**config.mk**
```make
export PLATFORM = sky130hd
export DESIGN_NAME = iq_cic_decim
export DESIGN_NICKNAME = d
export VERILOG_FILES = /design/src/rtl/iq_cic_decim.sv
export SDC_FILE = /design/constraint.sdc
export NUM_CORES = 1
export LEC_CHECK = 0
export ABC_CLOCK_PERIOD_IN_PS = 3700
export CORE_AREA = 2 2 348 178
export DETAILED_ROUTE_END_ITERATION = 7
export DIE_AREA = 0 0 350 180
export PLACE_DENSITY = 0.57
export SLEW_MARGIN = 10
export SYNTH_ARGS = -nofsm -noshare
export SYNTH_HDL_FRONTEND = slang
export SYNTH_SLANG_ARGS = --single-unit
export TNS_END_PERCENT = 50
```
**constraint.sdc**
```tcl
create_clock -name clk -period 3.7 [get_ports clk]
set_input_delay 0.74 -clock clk [delete_from_list [all_inputs] [get_ports clk]]
set_output_delay 0.74 -clock clk [all_outputs]
set_load 0.01 [all_outputs]
```
**src/rtl/iq_cic_decim.sv**
```systemverilog
// Dual-channel (I/Q) 3-stage CIC decimator, R = 2^LOG2_DECIM.
// Both channels share one control path: decimation counter, strobe and
// priming. Integrators wrap modulo 2^ACC_W by design.
module iq_cic_decim #(
  parameter int IN_W       = 12,
  parameter int LOG2_DECIM = 3,
  parameter int OUT_W      = 12
) (
  input  logic             clk,
  input  logic             rst,
  input  logic [IN_W-1:0]  i_in,
  input  logic [IN_W-1:0]  q_in,
  input  logic             in_valid,
  output logic [OUT_W-1:0] i_out,
  output logic [OUT_W-1:0] q_out,
  output logic             out_valid
);

  localparam int ACC_W = IN_W + 3 * LOG2_DECIM;
  localparam int SHIFT = ACC_W - OUT_W;

  logic [ACC_W-1:0]      x_ext  [2];
  logic [ACC_W-1:0]      integ1 [2];
  logic [ACC_W-1:0]      integ2 [2];
  logic [ACC_W-1:0]      integ3 [2];
  logic [ACC_W-1:0]      s0     [2];
  logic [ACC_W-1:0]      c1     [2];
  logic [ACC_W-1:0]      c2     [2];
  logic [ACC_W-1:0]      d1     [2];
  logic [ACC_W-1:0]      d2     [2];
  logic [ACC_W-1:0]      d3     [2];
  logic [OUT_W-1:0]      c3     [2];
  logic                  v0, v1, v2, v3;
  logic [LOG2_DECIM-1:0] dec_cnt;
  logic [1:0]            prime_cnt;
  logic                  strobe;

  // Sign-extend inputs to accumulator width; strobe on the R-th valid input.
  always_comb begin
    x_ext[0] = ACC_W'($signed(i_in));
    x_ext[1] = ACC_W'($signed(q_in));
    strobe   = in_valid && (&dec_cnt);
  end

  // Integrators, decimation sampling, comb pipeline, output scaling and priming.
  always_ff @(posedge clk) begin
    if (rst) begin
      for (int unsigned ch = 0; ch < 2; ch++) begin
        integ1[ch] <= '0;
        integ2[ch] <= '0;
        integ3[ch] <= '0;
        s0[ch]     <= '0;
        c1[ch]     <= '0;
        c2[ch]     <= '0;
        c3[ch]     <= '0;
        d1[ch]     <= '0;
        d2[ch]     <= '0;
        d3[ch]     <= '0;
      end
      v0        <= 1'b0;
      v1        <= 1'b0;
      v2        <= 1'b0;
      v3        <= 1'b0;
      dec_cnt   <= '0;
      prime_cnt <= '0;
      i_out     <= '0;
      q_out     <= '0;
      out_valid <= 1'b0;
    end else begin
      if (in_valid) begin
        dec_cnt <= dec_cnt + 1'b1;
      end
      v0 <= strobe;
      v1 <= v0;
      v2 <= v1;
      v3 <= v2;
      for (int unsigned ch = 0; ch < 2; ch++) begin
        if (in_valid) begin
          integ1[ch] <= integ1[ch] + x_ext[ch];
          integ2[ch] <= integ2[ch] + integ1[ch];
          integ3[ch] <= integ3[ch] + integ2[ch];
        end
        if (strobe) begin
          s0[ch] <= integ3[ch];
        end
        if (v0) begin
          c1[ch] <= s0[ch] - d1[ch];
          d1[ch] <= s0[ch];
        end
        if (v1) begin
          c2[ch] <= c1[ch] - d2[ch];
          d2[ch] <= c1[ch];
        end
        // Last comb stage keeps only the top OUT_W bits: floor by 3*LOG2_DECIM.
        if (v2) begin
          c3[ch] <= OUT_W'((c2[ch] - d3[ch]) >> SHIFT);
          d3[ch] <= c2[ch];
        end
      end
      out_valid <= v3 && (prime_cnt == 2'd3);
      if (v3) begin
        i_out <= c3[0];
        q_out <= c3[1];
        if (prime_cnt != 2'd3) begin
          prime_cnt <= prime_cnt + 2'd1;
        end
      end
    end
  end

endmodule

```
==> results.py <==
metrics = {
    "setup_path": {
        "worstPathMaxFanout": 4,
        "timing.setup.critical_path_class": "reg -> reg",
        "slowest_stage": "a221oi_1",
        "worst_path_most_repeated_cell": "a21oi_1",
        "cpPeakStageDelay_ns": 0.57,
        "r2r_end": "integ2[0][39]$_SDFFCE_PN0P_",
        "required_ns": 4.01,
        "end_kind": "register",
        "cp-start-kind": "register",
        "worstReg2RegStart": "integ2[0][21]$_SDFFCE_PN0P_",
        "worst-endpoint-arrival_ns": 3.51,
        "r2r_slack_ns": 0.51,
        "reg2reg_depth": 9,
        "worstPathCellList": "ha_1 > fa_1 > a21o_1 > a221oi_1 > a21oi_1 > a21oi_1 > a21oi_1 > xnor2_1 > nor2_1",
    },
    "min_path": {
        "hold_depth": 2,
        "min_from": "c3[0][10]$_SDFFCE_PN0P_",
        "hold_end": "i_out[10]$_SDFFE_PP0P_",
        "hp-class": "reg -> reg",
    },
    "run_status": {
        "outcome": "finished, final reports clean",
    },
    "clock_tree": {
        "cts-resized-gates": 0,
        "clkTransAtPathRegs_ns": 0.06,
        "cts_setup_buffers": 0,
        "cts-root-buf": "clkbuf_16",
        "cts_hold_buffers": 0,
        "clock_latency_ns": 0.57,
        "cts-htree-levels": 2,
        "clkSinkCount": 436,
        "clk_path_buf_depth": 3,
        "cts_made_buffers": 43,
        "cts_tree": "done",
    },
    "die": {
        "die_height_um": 180,
        "die_w_um": 350,
        "start_util_pct": 44.29,
        "rows": 64,
        "dieArea_um2": 63000,
        "core_um2": 60140,
        "pin_count": 52,
    },
    "yosys": {
        "yosys_warnings": 0,
        "async_flop_share_pct": 0,
        "ys.flop_type": "edfxtp_1",
        "postSynthRegisterBits": 436,
        "syn_area_um2": 26630,
        "syn_avg_cell_area_um2": 10.55,
        "yosys.area.top_type": "edfxtp_1",
        "ys_seq_area_share_pct": 47.88,
        "synth_edf_count": 402,
        "ys_types": 77,
        "synthesis.instances": 2524,
        "synthTopCellsByArea": "edfxtp_1 45%, ha_1 11%, and2_1 4.3%",
        "synth_top_area_share_pct": 45.32,
        "syn_nets": 2802,
    },
    "global_routing": {
        "grt_pass1_wl_um": 92340,
        "grt_overflow": 0,
        "track_usage_pct": 17.54,
        "grt_max_degree": 85,
        "first_global_vias": 18110,
        "antenna_found_initial": 0,
    },
    "final_layout": {
        "final_nets": 2866,
        "antennaDiodeCount": 0,
        "fin_util_pct": 49.42,
        "fill_cells": 5450,
        "area_delta_synth_final_pct": 11.58,
        "fin_area_um2": 29720,
        "drive_above_1_share_pct": 5.532,
    },
    "route": {
        "wl_per_cell_um": 15.82,
        "drt_iter0_markers": 1383,
        "routed_wl_um": 54510,
        "vias_per_cell": 5.404,
        "drt-pass1-iter-count": 7,
        "via_count": 18620,
        "post-route-drc-count": 0,
        "ant_nets": 0,
    },
    "placed_design": {
        "placed_cell_area_um2": 28260,
        "place.gp.congestion": 0.8600,
        "io_buffers": 51,
        "dp_hpwl_um": 39490,
    },
    "sta": {
        "clock_skew_ns": 0.009603,
        "slew_viol_final": 0,
        "setup_viol": 0,
        "timing.final.hold_violations": 0,
        "post-route-min-period_ns": 3.194,
        "tightestPinTransition_ns": 0.7440,
        "clock.fmax_mhz": 313.1,
        "rsz0062_at_grt": "false",
        "setup_tns_ns": 0,
        "slew_headroom_pct": 49.98,
        "period_share_pct": 86.33,
    },
    "run": {
        "drv_cap": 0,
    },
    "power": {
        "p_int_w": 0.009410,
        "ir_drop_mv": 0.2970,
        "power_frac_clock_pct": 36.0,
        "power.switching_w": 0.003487,
        "p_leak_nw": 12.32,
        "p_per_area_nw_per_um2": 434.0,
        "power_frac_seq_pct": 45.4,
        "comb_power_share_pct": 18.6,
        "switching_share_pct": 27.04,
    },
}
-- power by group through the flow --
stage / Combinational, W / Clock, W / Sequential (W)
5_1_grt: 0.00272 / 0.00500 / 0.00589
4_1_cts: 0.00238 / 0.00479 / 0.00586
3_3_place_gp: 0.00231 / 0 / 0.00597
6_report: 0.00240 / 0.00464 / 0.00585
3_5_place_dp: 0.00236 / 0 / 0.00596
2_1_floorplan: 0.00187 / 0 / 0.00589
-- critical path, delay by kind of cell (launching register included) --
family | cells | cell delay, ns
simple gates | 1 | 0.05
fa+ha+maj | 2 | 0.66
xor+xnor | 1 | 0.16
flops | 1 | 0.41
compound gates | 5 | 1.66
-- metrics by stage --
stage	instances	hold WS [ns]	total power [W]	worst slack (ns)
3_3_place_gp	3368	0.4732	0.008274	0.05070
2_1_floorplan	2524	0.4565	0.007762	0.5809
6_report	3446	0.4897	0.01290	0.5057
5_1_grt	3446	0.5046	0.01360	0.3327
3_5_place_dp	3368	0.4766	0.008328	0.07077
4_1_cts	3446	0.4927	0.01304	0.5178
-- cells by family (layout without fill, tap and decap cells) --
group | after synthesis | after routing | synth area share, %
simple gates | 837 | 837 | 15.86
compound gates | 584 | 584 | 14.60
flops | 436 | 436 | 47.88
fa+ha+maj | 251 | 251 | 12.07
buf+inv | 230 | 327 | 3.284
xor+xnor | 146 | 146 | 4.801
mux | 40 | 40 | 1.508
-- flip-flops by register name, indices dropped and copies added (netlist names), 2 cells and up --
signal and cells:
i_out 12, c2 42, q_out 12, s0 42, d1 42, d2 42
c1 42, integ1 42, d3 42, prime_cnt 2, dec_cnt 3, integ2 42
c3 24, integ3 42
-- layout make-up --
| class | count | area (um^2) | area share (%) |
|---|---|---|---|
| Tap cell | 825 | 1032 | 3.473 |
| Clock buffer | 55 | 1195 | 4.021 |
| Multi-Input combinational cell | 1858 | 13030 | 43.84 |
| Timing Repair Buffer | 83 | 825.8 | 2.779 |
| Inverter | 166 | 623.1 | 2.097 |
| Clock inverter | 23 | 261.5 | 0.8799 |
| Sequential cell | 436 | 12750 | 42.91 |
-- metal layers --
layer | GRT usage, % | up-vias | part of all wire (%)
met2 | 24.74 | 328 | 39
met3 | 3.053 | 52 | 4.6
met4 | 2.879 | 0 | 1.1
met5 | 0 | - | 0
met1 | 28.06 | 8889 | 55
li1 | - | 9354 | -
-- cells in the final DEF, fill, tap and decap left out, types with 11 or more instances in the layout --
cell,count
edfxtp_1,402
nor2_1,258
ha_1,241
and2_1,184
inv_1,164
a21oi_1,148
nand2_1,116
o21ai_0,104
xnor2_1,80
a21o_1,79
xor2_1,66
nor3_1,60
clkdlybuf4s50_1,51
clkbuf_16,46
o21a_1,43
and3_1,41
a211oi_1,39
mux2i_1,39
nand3_1,35
dfxtp_1,34
a31oi_1,31
nand2b_1,30
buf_4,26
nor2b_1,25
nand4_1,22
or2_2,17
o21bai_1,14
nor3b_1,14
a221oi_1,13
o211ai_1,12
or3_1,11
o31ai_1,11
-- how the worst max path moves through the flow --
| stage | startpoint | to | slack, ns | cells past startpoint |
|---|---|---|---|---|
| 2_1_floorplan | i_in[0] | integ1[0][14]$_SDFFCE_PN0P_ | 0.58 | 9 |
| 3_3_place_gp | i_in[0] | integ1[0][18]$_SDFFCE_PN0P_ | 0.05 | 11 |
| 3_5_place_dp | i_in[0] | integ1[0][14]$_SDFFCE_PN0P_ | 0.07 | 11 |
| 4_1_cts | integ2[0][21]$_SDFFCE_PN0P_ | integ2[0][41]$_SDFFCE_PN0P_ | 0.52 | 9 |
| 5_1_grt | integ2[0][21]$_SDFFCE_PN0P_ | integ2[0][41]$_SDFFCE_PN0P_ | 0.33 | 9 |
| 6_report | integ2[0][21]$_SDFFCE_PN0P_ | integ2[0][39]$_SDFFCE_PN0P_ | 0.51 | 9 |
-- Yosys cell counts, types with 4 or more instances --
| cell | n |
|---|---|
| edfxtp_1 | 402 |
| nor2_1 | 259 |
| ha_1 | 241 |
| and2_1 | 184 |
| inv_1 | 166 |
| a21oi_1 | 148 |
| nand2_1 | 116 |
| o21ai_0 | 104 |
| xnor2_1 | 80 |
| a21o_1 | 79 |
| xor2_1 | 66 |
| nor3_1 | 60 |
| clkbuf_1 | 59 |
| o21a_1 | 43 |
| and3_1 | 41 |
| a211oi_1 | 39 |
| mux2i_1 | 39 |
| nand3_1 | 35 |
| dfxtp_1 | 34 |
| nand2b_1 | 32 |
| a31oi_1 | 31 |
| nor2b_1 | 26 |
| nand4_1 | 22 |
| or2_2 | 20 |
| nor3b_1 | 14 |
| o21bai_1 | 14 |
| a221oi_1 | 13 |
| o211ai_1 | 12 |
| o31ai_1 | 11 |
| or3_1 | 11 |
| a31o_2 | 10 |
| fa_1 | 10 |
| a21boi_0 | 8 |
| o31a_1 | 8 |
| a211o_1 | 6 |
| o2111ai_1 | 6 |
| or4_1 | 5 |
| a221o_1 | 4 |
| a41o_1 | 4 |
| nor4_1 | 4 |
| o21ai_1 | 4 |
| o22ai_1 | 4 |
Note: power is estimated with default switching activity, not from simulation.
